===== config.mk =====
export PLATFORM = sky130hd
export DESIGN_NAME = decode_queue
export DESIGN_NICKNAME = d
export VERILOG_FILES = /design/src/rtl/decode_queue.sv
export SDC_FILE = /design/constraint.sdc
export NUM_CORES = 1
export LEC_CHECK = 0
export CAP_MARGIN = 20
export CELL_PAD_IN_SITES_DETAIL_PLACEMENT = 0
export CELL_PAD_IN_SITES_GLOBAL_PLACEMENT = 2
export CORE_MARGIN = 1.5
export CORE_UTILIZATION = 50
export CTS_BUF_LIST = sky130_fd_sc_hd__clkbuf_8
export DETAILED_ROUTE_END_ITERATION = 12
export PLACE_DENSITY_LB_ADDON = 0.08
export SLEW_MARGIN = 25
export SYNTH_ARGS = -nofsm -noshare
export SYNTH_HDL_FRONTEND = slang
export SYNTH_SLANG_ARGS = --single-unit

===== constraint.sdc =====
create_clock -name clk_in -period 12.7 [get_ports clk_in]
set_input_delay 3.81 -clock clk_in [delete_from_list [all_inputs] [get_ports clk_in]]
set_output_delay 3.81 -clock clk_in [all_outputs]
set_load 0.05 [all_outputs]

===== src/rtl/decode_queue.sv =====
`default_nettype none
// ============================================================================
//  Module      : decode_queue
//  Description : DEPTH-entry instruction ring between fetch and dispatch with
//                a single registered RV32I decode stage on the output side.
//                Flags illegal encodings and supports flush and global pause.
//  Revision    : 1.0 - initial release
// ============================================================================
module decode_queue #(
    parameter int DEPTH  = 8,
    parameter int ADDR_W = 3,
    parameter int NAME_W = 6
) (
    input  logic              clk_in,
    input  logic              rst_n_in,
    input  logic              rdy_in,
    input  logic              flush_in,
    input  logic              in_valid,
    output logic              in_ready,
    input  logic [31:0]       in_inst,
    input  logic [31:0]       in_pc,
    input  logic              in_pred_taken,
    output logic              out_valid,
    input  logic              out_ready,
    output logic [31:0]       out_pc,
    output logic [NAME_W-1:0] out_name,
    output logic [2:0]        out_type,
    output logic [4:0]        out_rd,
    output logic [4:0]        out_rs1,
    output logic [4:0]        out_rs2,
    output logic [31:0]       out_imm,
    output logic              out_is_imm,
    output logic              out_is_pc,
    output logic              out_pred_taken,
    output logic              out_illegal,
    output logic [ADDR_W:0]   count
);

    // Operation name codes
    localparam logic [NAME_W-1:0] c_N_LUI   = NAME_W'(1);
    localparam logic [NAME_W-1:0] c_N_AUIPC = NAME_W'(2);
    localparam logic [NAME_W-1:0] c_N_JAL   = NAME_W'(3);
    localparam logic [NAME_W-1:0] c_N_JALR  = NAME_W'(4);
    localparam logic [NAME_W-1:0] c_N_BEQ   = NAME_W'(5);
    localparam logic [NAME_W-1:0] c_N_BNE   = NAME_W'(6);
    localparam logic [NAME_W-1:0] c_N_BLT   = NAME_W'(7);
    localparam logic [NAME_W-1:0] c_N_BGE   = NAME_W'(8);
    localparam logic [NAME_W-1:0] c_N_BLTU  = NAME_W'(9);
    localparam logic [NAME_W-1:0] c_N_BGEU  = NAME_W'(10);
    localparam logic [NAME_W-1:0] c_N_LB    = NAME_W'(11);
    localparam logic [NAME_W-1:0] c_N_LH    = NAME_W'(12);
    localparam logic [NAME_W-1:0] c_N_LW    = NAME_W'(13);
    localparam logic [NAME_W-1:0] c_N_LBU   = NAME_W'(14);
    localparam logic [NAME_W-1:0] c_N_LHU   = NAME_W'(15);
    localparam logic [NAME_W-1:0] c_N_SB    = NAME_W'(16);
    localparam logic [NAME_W-1:0] c_N_SH    = NAME_W'(17);
    localparam logic [NAME_W-1:0] c_N_SW    = NAME_W'(18);
    localparam logic [NAME_W-1:0] c_N_ADDI  = NAME_W'(19);
    localparam logic [NAME_W-1:0] c_N_SLTI  = NAME_W'(20);
    localparam logic [NAME_W-1:0] c_N_SLTIU = NAME_W'(21);
    localparam logic [NAME_W-1:0] c_N_XORI  = NAME_W'(22);
    localparam logic [NAME_W-1:0] c_N_ORI   = NAME_W'(23);
    localparam logic [NAME_W-1:0] c_N_ANDI  = NAME_W'(24);
    localparam logic [NAME_W-1:0] c_N_SLLI  = NAME_W'(25);
    localparam logic [NAME_W-1:0] c_N_SRLI  = NAME_W'(26);
    localparam logic [NAME_W-1:0] c_N_SRAI  = NAME_W'(27);
    localparam logic [NAME_W-1:0] c_N_ADD   = NAME_W'(28);
    localparam logic [NAME_W-1:0] c_N_SUB   = NAME_W'(29);
    localparam logic [NAME_W-1:0] c_N_SLL   = NAME_W'(30);
    localparam logic [NAME_W-1:0] c_N_SLT   = NAME_W'(31);
    localparam logic [NAME_W-1:0] c_N_SLTU  = NAME_W'(32);
    localparam logic [NAME_W-1:0] c_N_XOR   = NAME_W'(33);
    localparam logic [NAME_W-1:0] c_N_SRL   = NAME_W'(34);
    localparam logic [NAME_W-1:0] c_N_SRA   = NAME_W'(35);
    localparam logic [NAME_W-1:0] c_N_OR    = NAME_W'(36);
    localparam logic [NAME_W-1:0] c_N_AND   = NAME_W'(37);

    // Operation classes
    localparam logic [2:0] c_T_ALU    = 3'd0;
    localparam logic [2:0] c_T_LOAD   = 3'd1;
    localparam logic [2:0] c_T_STORE  = 3'd2;
    localparam logic [2:0] c_T_BRANCH = 3'd3;
    localparam logic [2:0] c_T_JUMP   = 3'd4;

    // Major opcodes (full 7 bits, so i[1:0]!=2'b11 never matches)
    localparam logic [6:0] c_OPC_LUI    = 7'b0110111;
    localparam logic [6:0] c_OPC_AUIPC  = 7'b0010111;
    localparam logic [6:0] c_OPC_JAL    = 7'b1101111;
    localparam logic [6:0] c_OPC_JALR   = 7'b1100111;
    localparam logic [6:0] c_OPC_BRANCH = 7'b1100011;
    localparam logic [6:0] c_OPC_LOAD   = 7'b0000011;
    localparam logic [6:0] c_OPC_STORE  = 7'b0100011;
    localparam logic [6:0] c_OPC_OPIMM  = 7'b0010011;
    localparam logic [6:0] c_OPC_OP     = 7'b0110011;

    localparam logic [ADDR_W:0]   c_FULL    = (ADDR_W+1)'(DEPTH);
    localparam logic [ADDR_W:0]   c_CNT_ONE = (ADDR_W+1)'(1);
    localparam logic [ADDR_W-1:0] c_PTR_ONE = ADDR_W'(1);
    localparam logic [6:0]        c_F7_ZERO = 7'b0000000;
    localparam logic [6:0]        c_F7_ALT  = 7'b0100000;

    // Ring storage and bookkeeping
    logic [31:0]       r_ring_inst [DEPTH];
    logic [31:0]       r_ring_pc   [DEPTH];
    logic              r_ring_pred [DEPTH];
    logic [ADDR_W-1:0] r_head;
    logic [ADDR_W-1:0] r_tail;
    logic [ADDR_W:0]   r_cnt;

    // Output register
    logic              r_out_valid;
    logic [31:0]       r_out_pc;
    logic [NAME_W-1:0] r_out_name;
    logic [2:0]        r_out_type;
    logic [4:0]        r_out_rd;
    logic [4:0]        r_out_rs1;
    logic [4:0]        r_out_rs2;
    logic [31:0]       r_out_imm;
    logic              r_out_is_imm;
    logic              r_out_is_pc;
    logic              r_out_pred;
    logic              r_out_illegal;

    logic              w_in_ready;
    logic              w_flush;
    logic              w_push;
    logic              w_load;
    logic              w_drain;

    // Decode of the head entry
    logic [31:0]       w_inst;
    logic [6:0]        w_op;
    logic [2:0]        w_f3;
    logic [6:0]        w_f7;
    logic [31:0]       w_imm_i;
    logic [31:0]       w_imm_s;
    logic [31:0]       w_imm_b;
    logic [31:0]       w_imm_u;
    logic [31:0]       w_imm_j;
    logic [NAME_W-1:0] w_name;
    logic [2:0]        w_type;
    logic [4:0]        w_rd;
    logic [4:0]        w_rs1;
    logic [4:0]        w_rs2;
    logic [31:0]       w_imm;
    logic              w_is_imm;
    logic              w_is_pc;
    logic              w_ill;

    // Handshake qualifiers; flush and pause dominate every other action
    assign w_in_ready = rdy_in && (r_cnt != c_FULL);
    assign w_flush    = rdy_in && flush_in;
    assign w_push     = in_valid && w_in_ready && !flush_in;
    assign w_load     = rdy_in && !flush_in && (r_cnt != '0) && (!r_out_valid || out_ready);
    assign w_drain    = rdy_in && !flush_in && r_out_valid && out_ready && (r_cnt == '0);

    assign w_inst  = r_ring_inst[r_head];
    assign w_op    = w_inst[6:0];
    assign w_f3    = w_inst[14:12];
    assign w_f7    = w_inst[31:25];
    assign w_imm_i = {{20{w_inst[31]}}, w_inst[31:20]};
    assign w_imm_s = {{20{w_inst[31]}}, w_inst[31:25], w_inst[11:7]};
    assign w_imm_b = {{19{w_inst[31]}}, w_inst[31], w_inst[7], w_inst[30:25], w_inst[11:8], 1'b0};
    assign w_imm_u = {w_inst[31:12], 12'b0};
    assign w_imm_j = {{11{w_inst[31]}}, w_inst[31], w_inst[19:12], w_inst[20], w_inst[30:21], 1'b0};

    // Fully decode the head instruction; unused register fields read as zero
    always_comb begin
        w_name   = c_N_ADDI;
        w_type   = c_T_ALU;
        w_rd     = w_inst[11:7];
        w_rs1    = w_inst[19:15];
        w_rs2    = w_inst[24:20];
        w_imm    = '0;
        w_is_imm = 1'b0;
        w_is_pc  = 1'b0;
        w_ill    = 1'b0;
        case (w_op)
            c_OPC_LUI: begin
                w_name   = c_N_LUI;
                w_rs1    = '0;
                w_rs2    = '0;
                w_imm    = w_imm_u;
                w_is_imm = 1'b1;
            end
            c_OPC_AUIPC: begin
                w_name   = c_N_AUIPC;
                w_rs1    = '0;
                w_rs2    = '0;
                w_imm    = w_imm_u;
                w_is_imm = 1'b1;
                w_is_pc  = 1'b1;
            end
            c_OPC_JAL: begin
                w_name   = c_N_JAL;
                w_type   = c_T_JUMP;
                w_rs1    = '0;
                w_rs2    = '0;
                w_imm    = w_imm_j;
                w_is_imm = 1'b1;
                w_is_pc  = 1'b1;
            end
            c_OPC_JALR: begin
                w_name   = c_N_JALR;
                w_type   = c_T_JUMP;
                w_rs2    = '0;
                w_imm    = w_imm_i;
                w_is_imm = 1'b1;
                if (w_f3 != 3'b000) w_ill = 1'b1;
            end
            c_OPC_BRANCH: begin
                w_type = c_T_BRANCH;
                w_rd   = '0;
                w_imm  = w_imm_b;
                case (w_f3)
                    3'b000:  w_name = c_N_BEQ;
                    3'b001:  w_name = c_N_BNE;
                    3'b100:  w_name = c_N_BLT;
                    3'b101:  w_name = c_N_BGE;
                    3'b110:  w_name = c_N_BLTU;
                    3'b111:  w_name = c_N_BGEU;
                    default: w_ill  = 1'b1;
                endcase
            end
            c_OPC_LOAD: begin
                w_type   = c_T_LOAD;
                w_rs2    = '0;
                w_imm    = w_imm_i;
                w_is_imm = 1'b1;
                case (w_f3)
                    3'b000:  w_name = c_N_LB;
                    3'b001:  w_name = c_N_LH;
                    3'b010:  w_name = c_N_LW;
                    3'b100:  w_name = c_N_LBU;
                    3'b101:  w_name = c_N_LHU;
                    default: w_ill  = 1'b1;
                endcase
            end
            c_OPC_STORE: begin
                w_type   = c_T_STORE;
                w_rd     = '0;
                w_imm    = w_imm_s;
                w_is_imm = 1'b1;
                case (w_f3)
                    3'b000:  w_name = c_N_SB;
                    3'b001:  w_name = c_N_SH;
                    3'b010:  w_name = c_N_SW;
                    default: w_ill  = 1'b1;
                endcase
            end
            c_OPC_OPIMM: begin
                w_rs2    = '0;
                w_imm    = w_imm_i;
                w_is_imm = 1'b1;
                case (w_f3)
                    3'b000: w_name = c_N_ADDI;
                    3'b010: w_name = c_N_SLTI;
                    3'b011: w_name = c_N_SLTIU;
                    3'b100: w_name = c_N_XORI;
                    3'b110: w_name = c_N_ORI;
                    3'b111: w_name = c_N_ANDI;
                    3'b001: begin
                        // Shift immediates carry only the 5-bit shamt
                        w_name = c_N_SLLI;
                        w_imm  = {27'b0, w_inst[24:20]};
                        if (w_f7 != c_F7_ZERO) w_ill = 1'b1;
                    end
                    default: begin
                        w_imm = {27'b0, w_inst[24:20]};
                        if (w_f7 == c_F7_ZERO)     w_name = c_N_SRLI;
                        else if (w_f7 == c_F7_ALT) w_name = c_N_SRAI;
                        else                       w_ill  = 1'b1;
                    end
                endcase
            end
            c_OPC_OP: begin
                if (w_f7 == c_F7_ZERO) begin
                    case (w_f3)
                        3'b000:  w_name = c_N_ADD;
                        3'b001:  w_name = c_N_SLL;
                        3'b010:  w_name = c_N_SLT;
                        3'b011:  w_name = c_N_SLTU;
                        3'b100:  w_name = c_N_XOR;
                        3'b101:  w_name = c_N_SRL;
                        3'b110:  w_name = c_N_OR;
                        default: w_name = c_N_AND;
                    endcase
                end else if (w_f7 == c_F7_ALT) begin
                    case (w_f3)
                        3'b000:  w_name = c_N_SUB;
                        3'b101:  w_name = c_N_SRA;
                        default: w_ill  = 1'b1;
                    endcase
                end else begin
                    w_ill = 1'b1;
                end
            end
            default: w_ill = 1'b1;
        endcase
        // Illegal encodings travel as a harmless ADDI x0 so dispatch can trap on them
        if (w_ill) begin
            w_name   = c_N_ADDI;
            w_type   = c_T_ALU;
            w_rd     = '0;
            w_rs1    = '0;
            w_rs2    = '0;
            w_imm    = '0;
            w_is_imm = 1'b0;
            w_is_pc  = 1'b0;
        end
    end

    // Ring payload storage; contents are meaningless outside head..tail
    always_ff @(posedge clk_in) begin
        if (w_push) begin
            r_ring_inst[r_tail] <= in_inst;
            r_ring_pc[r_tail]   <= in_pc;
            r_ring_pred[r_tail] <= in_pred_taken;
        end
    end

    // Ring pointers and occupancy
    always_ff @(posedge clk_in or negedge rst_n_in) begin
        if (!rst_n_in) begin
            r_head <= '0;
            r_tail <= '0;
            r_cnt  <= '0;
        end else if (w_flush) begin
            r_head <= '0;
            r_tail <= '0;
            r_cnt  <= '0;
        end else begin
            if (w_push) r_tail <= r_tail + c_PTR_ONE;
            if (w_load) r_head <= r_head + c_PTR_ONE;
            if (w_push && !w_load)      r_cnt <= r_cnt + c_CNT_ONE;
            else if (!w_push && w_load) r_cnt <= r_cnt - c_CNT_ONE;
        end
    end

    // Output register: capture the decoded head, hold while dispatch stalls
    always_ff @(posedge clk_in or negedge rst_n_in) begin
        if (!rst_n_in) begin
            r_out_valid   <= 1'b0;
            r_out_pc      <= '0;
            r_out_name    <= '0;
            r_out_type    <= '0;
            r_out_rd      <= '0;
            r_out_rs1     <= '0;
            r_out_rs2     <= '0;
            r_out_imm     <= '0;
            r_out_is_imm  <= 1'b0;
            r_out_is_pc   <= 1'b0;
            r_out_pred    <= 1'b0;
            r_out_illegal <= 1'b0;
        end else if (w_flush) begin
            r_out_valid <= 1'b0;
        end else if (w_load) begin
            r_out_valid   <= 1'b1;
            r_out_pc      <= r_ring_pc[r_head];
            r_out_name    <= w_name;
            r_out_type    <= w_type;
            r_out_rd      <= w_rd;
            r_out_rs1     <= w_rs1;
            r_out_rs2     <= w_rs2;
            r_out_imm     <= w_imm;
            r_out_is_imm  <= w_is_imm;
            r_out_is_pc   <= w_is_pc;
            r_out_pred    <= r_ring_pred[r_head];
            r_out_illegal <= w_ill;
        end else if (w_drain) begin
            r_out_valid <= 1'b0;
        end
    end

    assign in_ready       = w_in_ready;
    assign out_valid      = r_out_valid;
    assign out_pc         = r_out_pc;
    assign out_name       = r_out_name;
    assign out_type       = r_out_type;
    assign out_rd         = r_out_rd;
    assign out_rs1        = r_out_rs1;
    assign out_rs2        = r_out_rs2;
    assign out_imm        = r_out_imm;
    assign out_is_imm     = r_out_is_imm;
    assign out_is_pc      = r_out_is_pc;
    assign out_pred_taken = r_out_pred;
    assign out_illegal    = r_out_illegal;
    assign count          = r_cnt;

endmodule
`default_nettype wire


==> qor.csv, run 1 <==
stage,metric,value,unit
die,Die H,224,um
synthesis,Mapped Cells,1305,
synthesis,Yosys top cell area share,0.642,
clocking,clock-pin slew on the worst setup and hold paths,0.05,ns
timing,crit path time final,9.35,ns
synthesis,synthesized cell area,24300,um^2
synthesis,top cells by instance count after synthesis,"edfxtp_1, mux4_2, nand2_1, dfrtp_1, o21ai_0",
die,Initial Util,0.508,
grt,grt total ovfl,0,
timing,Slew @ Worst Pin,1.04,ns
status,status,completed,
pwr,Pwr Total,5.41,mW
detailed_routing,DRC,0,
die,num ports,169,
timing,Max Freq,0.107,GHz
pwr,pwr dens,189,nW/um^2
timing,Final Max Slew Viols,0,
grt,largest net degree at the start of global routing,76,
die,Die X,224,um
setup_path,critical path class,input port to primary output,
timing,RSZ-0062 raised after global routing,false,
setup_path,Setup crit end kind,primary output,
setup_path,crit path DAT,5.54,ns
synthesis,dominant synthesized flop cell,edfxtp_1,
pwr,worst vdd ir,0.129,mV
synthesis,synth warn,0,
detailed_routing,First DRT Iteration DRCs,955,
clocking,clk root buf,clkbuf_8,
clocking,CTS Hold Bufs,0,
placed_design,routability cong.,0.844,
detailed_routing,vias,12839,
placed_design,DP HPWL,31.0,mm
die,row count,80,
detailed_routing,routed len/inst,24.5,um
clocking,Max H-tree Level,3,
pwr,leakage power,9.64,nW
finish,fin area,28500,um^2
flow_run,max-cap viol count,0,
grt,initial antenna violation count,6,
synthesis,syn nets,1381,
clocking,CTS tree,built,
setup_path,Worst Path Max Fanout,5,
clocking,clk buf depth,3,
grt,GRT Total Usage,0.225,
timing,clk_skew,0.0288,ns
synthesis,register bit count reported by yosys,623,
grt,first-pass GRT wire length,82.9,mm
finish,final core occ,0.596,
detailed_routing,Detail Route Antenna Nets,0,
timing,final hold vios,0,
detailed_routing,Post-Route WL,54.7,mm
synthesis,count of cell types in the netlist,66,
setup_path,startpoint types,input port,
grt,vias in the first global route,13502,
synthesis,async set or reset register ratio after synthesis,0.165,
timing,setup violators final,0,
clocking,# Post-CTS Setup Buffers,0,
synthesis,register area share after synthesis,0.748,
clocking,post-CTS resize count,0,
detailed_routing,TritonRoute pass-1 iters,4,
die,die footprint,50000,um^2
die,core box area,47800,um^2
min_path,Hold WC Path Type,register to register,
placed_design,Placed Area,26700,um^2
synthesis,cell taking the most area after synthesis,edfxtp_1,
synthesis,synth top area cells,"edfxtp_1, mux4_2, dfrtp_1",
synthesis,Post-Syn Area per Cell,18.6,um^2
clocking,clock insertion delay at the later pin of the skew report,0.67,ns
clocking,clk sink count,623,
setup_path,Critical Path RT,8.89,ns
timing,slew margin rel.,0.305,
placed_design,buffers added on ports,168,
finish,fraction of layout cells with a size suffix above 1,0.187,
synthesis,"count leader, synth",edfxtp_1,
finish,Layout area overhead,17.3,%
finish,final net count,1605,
clocking,CTS Buf Count,98,
timing,Min Hold Slack,0.471,ns
synthesis,Post-synth EDFFs,520,
timing,period utilization,0.736,
detailed_routing,Via-to-Cell Ratio,5.75,
timing,setup TNS,0,ns
==> area by class of cell <==
| class | instances | area, um^2 |
|---|---|---|
| fillers | 3636 | 19300 |
| flip-flops and latches | 623 | 18200 |
| multi-input cells | 600 | 5820 |
| repair buffers | 196 | 1900 |
| clock buffers | 107 | 1470 |
| well taps | 615 | 769 |
| clock inverters | 77 | 328 |
| inverters | 10 | 37.5 |
| diodes | 3 | 7.51 |
==> worst max-delay path, stage by stage <==
cell,delay (ns)
clkdlybuf4s50_1,0.54
a21boi_0,0.32
clkdlybuf4s50_1,0.87
==> where the power goes <==
group	internal, mW	leakage, nW	switching [mW]	total, mW
Clock	0.775	1.14	0.753	1.53
Combinational	0.565	2.46	0.881	1.45
Sequential	2.33	6.04	0.106	2.43
Total	3.67	9.64	1.74	5.41
==> logic make-up after synthesis <==
family                   Yosys count  share of synthesized area
flip-flops                       623                      0.748
AND/OR/NAND/NOR                  207                     0.0386
AO/OA/AOI/OAI                    200                     0.0526
multiplexers                     183                      0.141
buffers and inverters             82                     0.0151
XOR/XNOR                           5                    0.00180
adder cells (fa/ha/maj)            5                    0.00288
==> routing by layer <==
metal / vias to the layer above / global-route usage / share of wire
met2: 344 / 0.363 / 0.49
met4: 6 / 0.0804 / 0.026
met3: 96 / 0.0508 / 0.055
met5: - / 0 / 0.00060
li1: 5703 / - / -
met1: 6690 / 0.305 / 0.43
==> placed cells by master (no fill, tap or decap), types with 4 or more instances in the layout <==
cell type / instances
nor3_1: 6
o22ai_1: 9
ha_1: 4
and2_1: 6
mux2i_1: 52
nand2_1: 117
inv_1: 70
a21oi_1: 24
nand3b_1: 4
clkinv_1: 5
dfrtp_1: 100
clkinv_2: 6
nor2b_1: 4
mux4_2: 126
buf_4: 27
nor2_1: 34
edfxtp_1: 520
o2111ai_1: 4
a22o_1: 29
a21o_1: 7
o21ai_0: 96
clkbuf_8: 107
clkdlybuf4s50_1: 167
nand3_1: 11
==> registers in the layout, summed over array words and instances (netlist names), 3 cells and up <==
| signal | flops |
|---|---|
| count | 4 |
| out_imm | 32 |
| out_name | 6 |
| out_pc | 32 |
| out_rd | 5 |
| out_rs1 | 5 |
| out_rs2 | 5 |
| out_type | 3 |
| r_head | 3 |
| r_ring_inst | 256 |
| r_ring_pc | 256 |
| r_ring_pred | 8 |
| r_tail | 3 |
==> worst paths after layout <==
path | from | to | slack (ns) | cells past startpoint
max | rdy_in | in_ready | 3.35 | 3
max reg2reg | r_head[1] | out_imm[31] | 7.27 | 12
min reg2reg | out_type[0] | out_type[0] | 0.47 | 2
max in group asynchronous | rst_n_in | r_head[0] | 8.01 | 2
min in group asynchronous | rst_n_in | out_imm[5] | 3.28 | 1
min | out_type[0] | out_type[0] | 0.47 | 2
==> metrics by stage <==
stage	worst slack [ns]	std cells
final	3.35	2231
after global routing	3.27	2230
after CTS	3.35	2228
after detailed placement	3.36	2044
after global placement	3.38	2044
after floorplan	-0.186	1305
Note: power is estimated with default switching activity, not from simulation.
==> inputs of run 2 (changes only) <==
Settings changed: CORE_UTILIZATION 50 to 42.
Clock period 12.7 ns to 8.6 ns, I/O delays scaled along.
==> run 2 against run 1 <==
Critical path depth did not move. Combinational power rose by 47%. Global-route usage down 3.0 points. Register-to-register slack worse by 4.0 ns. Total power rose by 52%. Clock skew down 0.0021 ns. Non-clock buffer count stayed put. Worst setup slack got worse by 1.6 ns. First-iteration DRC count fell by 25%. Flip-flop and latch count stayed put. Routed wire length grew 3.5%. Critical path type unchanged. Critical endpoint unchanged. Largest cell class unchanged.
==> qor.csv, run 2 (same netlist as run 1, synthesis figures left out) <==
stage,metric,value,unit
timing,Final Max Slew Viols,0,
pwr,Logic pwr share,0.259,
setup_path,worst path cell trace,"clkdlybuf4s50_1, a21boi_0, clkdlybuf4s50_1",
min_path,Hold Crit Depth,2,
finish,Layout area overhead,18.9,%
setup_path,Reg-to-Reg Start,r_head[1],
clocking,clk buf depth,3,
detailed_routing,TritonRoute pass-1 iters,4,
clocking,CTS tree,built,
pwr,pwr dens,284,nW/um^2
setup_path,WP buf/inv,2,
detailed_routing,First DRT Iteration DRCs,716,
detailed_routing,vias,12679,
pwr,Net Switching,2.63,mW
placed_design,routability cong.,0.803,
setup_path,critical path startpoint,rdy_in,
clocking,# Post-CTS Setup Buffers,0,
die,Die X,244,um
pwr,leakage power,9.64,nW
pwr,Pwr Total,8.22,mW
pwr,Switching Share,0.320,
finish,final net count,1609,
setup_path,Crit path largest cell delay,0.87,ns
clocking,CTS Hold Bufs,0,
clocking,clk sink count,623,
setup_path,Worst Path Max Fanout,5,
clocking,clock insertion delay at the later pin of the skew report,0.68,ns
grt,grt total ovfl,0,
timing,slew margin rel.,0.313,
grt,first-pass GRT wire length,85.9,mm
setup_path,Critical Path RT,6.02,ns
finish,fin area,28900,um^2
setup_path,"delay-heaviest family, CP",buffers and inverters,
clocking,clk root buf,clkbuf_8,
detailed_routing,routed len/inst,23.7,um
placed_design,DP HPWL,32.6,mm
pwr,clock network fraction of design power,0.302,
clocking,clock-pin slew on the worst setup and hold paths,0.05,ns
pwr,Power Internal,5.58,mW
detailed_routing,DRC,0,
die,core box area,57500,um^2
setup_path,critical path class,input port to primary output,
timing,setup violators final,0,
finish,fillers,4841,
pwr,sequential power share,0.439,
setup_path,CP dominant cell by count,clkdlybuf4s50_1,
setup_path,CP Depth,3,
grt,initial antenna violation count,8,
placed_design,buffers added on ports,168,
setup_path,Setup crit end kind,primary output,
finish,fraction of layout cells with a size suffix above 1,0.198,
timing,RSZ-0062 raised after global routing,false,
pwr,worst vdd ir,0.211,mV
detailed_routing,Via-to-Cell Ratio,5.31,
min_path,Hold WC Path Type,register to register,
placed_design,Placed Area,26900,um^2
timing,Slew @ Worst Pin,1.03,ns
detailed_routing,Post-Route WL,56.6,mm
die,num ports,169,
timing,crit path time final,6.89,ns
finish,"commonest non-fill, non-tap cell in the layout",edfxtp_1,
setup_path,crit path DAT,4.31,ns
timing,period utilization,0.801,
grt,largest net degree at the start of global routing,104,
die,row count,88,
die,Initial Util,0.423,
die,Die H,244,um
clocking,CTS Buf Count,102,
setup_path,worst reg-to-reg path cell count,10,
finish,"commonest non-fill, non-tap cells in the layout","edfxtp_1, clkdlybuf4s50_1, mux4_2, nand2_1, clkbuf_8",
finish,biggest regs,"r_ring_inst: 256 flops, r_ring_pc: 256 flops",
grt,vias in the first global route,13642,
timing,clk_skew,0.0267,ns
status,status,completed,
timing,final hold vios,0,
die,die footprint,59400,um^2
clocking,post-CTS resize count,0,
setup_path,CP max-delay cell,clkdlybuf4s50_1,
clocking,Max H-tree Level,3,
grt,GRT Total Usage,0.195,
detailed_routing,Detail Route Antenna Nets,0,
setup_path,startpoint types,input port,
min_path,critical hold path startpoint,out_type[0],
timing,Max Freq,0.145,GHz
flow_run,max-cap viol count,0,
## run 2: worst register-to-register path, delay by kind of cell (launching register included)
| family | cells | cell delay [ns] |
|---|---|---|
| AND/OR/NAND/NOR | 3 | 0.80 |
| multiplexers | 2 | 1.16 |
| AO/OA/AOI/OAI | 3 | 1.31 |
| flip-flops | 1 | 1.03 |
| buffers and inverters | 2 | 0.91 |
## run 2: cell type report
cell class / instances / area, um^2 / area share
diodes: 2 / 5.00 / 0.000173
clock buffers: 111 / 1530 / 0.0528
clock inverters: 79 / 455 / 0.0158
inverters: 10 / 37.5 / 0.00130
multi-input cells: 600 / 5830 / 0.202
flip-flops and latches: 623 / 18200 / 0.630
well taps: 765 / 957 / 0.0331
repair buffers: 196 / 1900 / 0.0658
## run 2: routing by layer
metal | track usage | wire length (um) | up-vias
met2 | 0.319 | 27600 | 277
li1 | - | - | 5717
met3 | 0.0408 | 2620 | 88
met1 | 0.262 | 25200 | 6587
met5 | 0 | 62 | -
met4 | 0.0650 | 1070 | 10
## run 2: worst paths after layout
kind / to / slack, ns
worst max register to register: out_imm[31] / 3.30
worst max-delay path: in_ready / 1.71
min in group asynchronous: out_pc[27] / 2.01
worst min register to register: out_type[0] / 0.47
worst min-delay path: out_type[0] / 0.47
max in group asynchronous: out_imm[21] / 5.23
## run 2: power by group through the flow
stage               sequential, mW  combinational (mW)  clock (mW)
floorplan                     3.97                1.17           0
global placement              3.68                2.15           0
detailed placement            3.68                2.15           0
CTS                           3.62                2.16        2.56
global route                  3.64                2.29        2.69
finish                        3.61                2.13        2.48
## run 2: per-stage QoR
stage          hold WS [ns]  std cells  utilization  TNS, ns  setup slack (ns)
2_1_floorplan         0.568       1305            -  -720.60             -3.06
3_5_place_dp          0.458       2194        0.469        0              1.71
4_1_cts               0.467       2384        0.503        0              1.71
5_1_grt               0.493       2386        0.503        0              1.63
3_3_place_gp          0.452       2194        0.469        0              1.74
6_report              0.466       2386        0.503        0              1.71
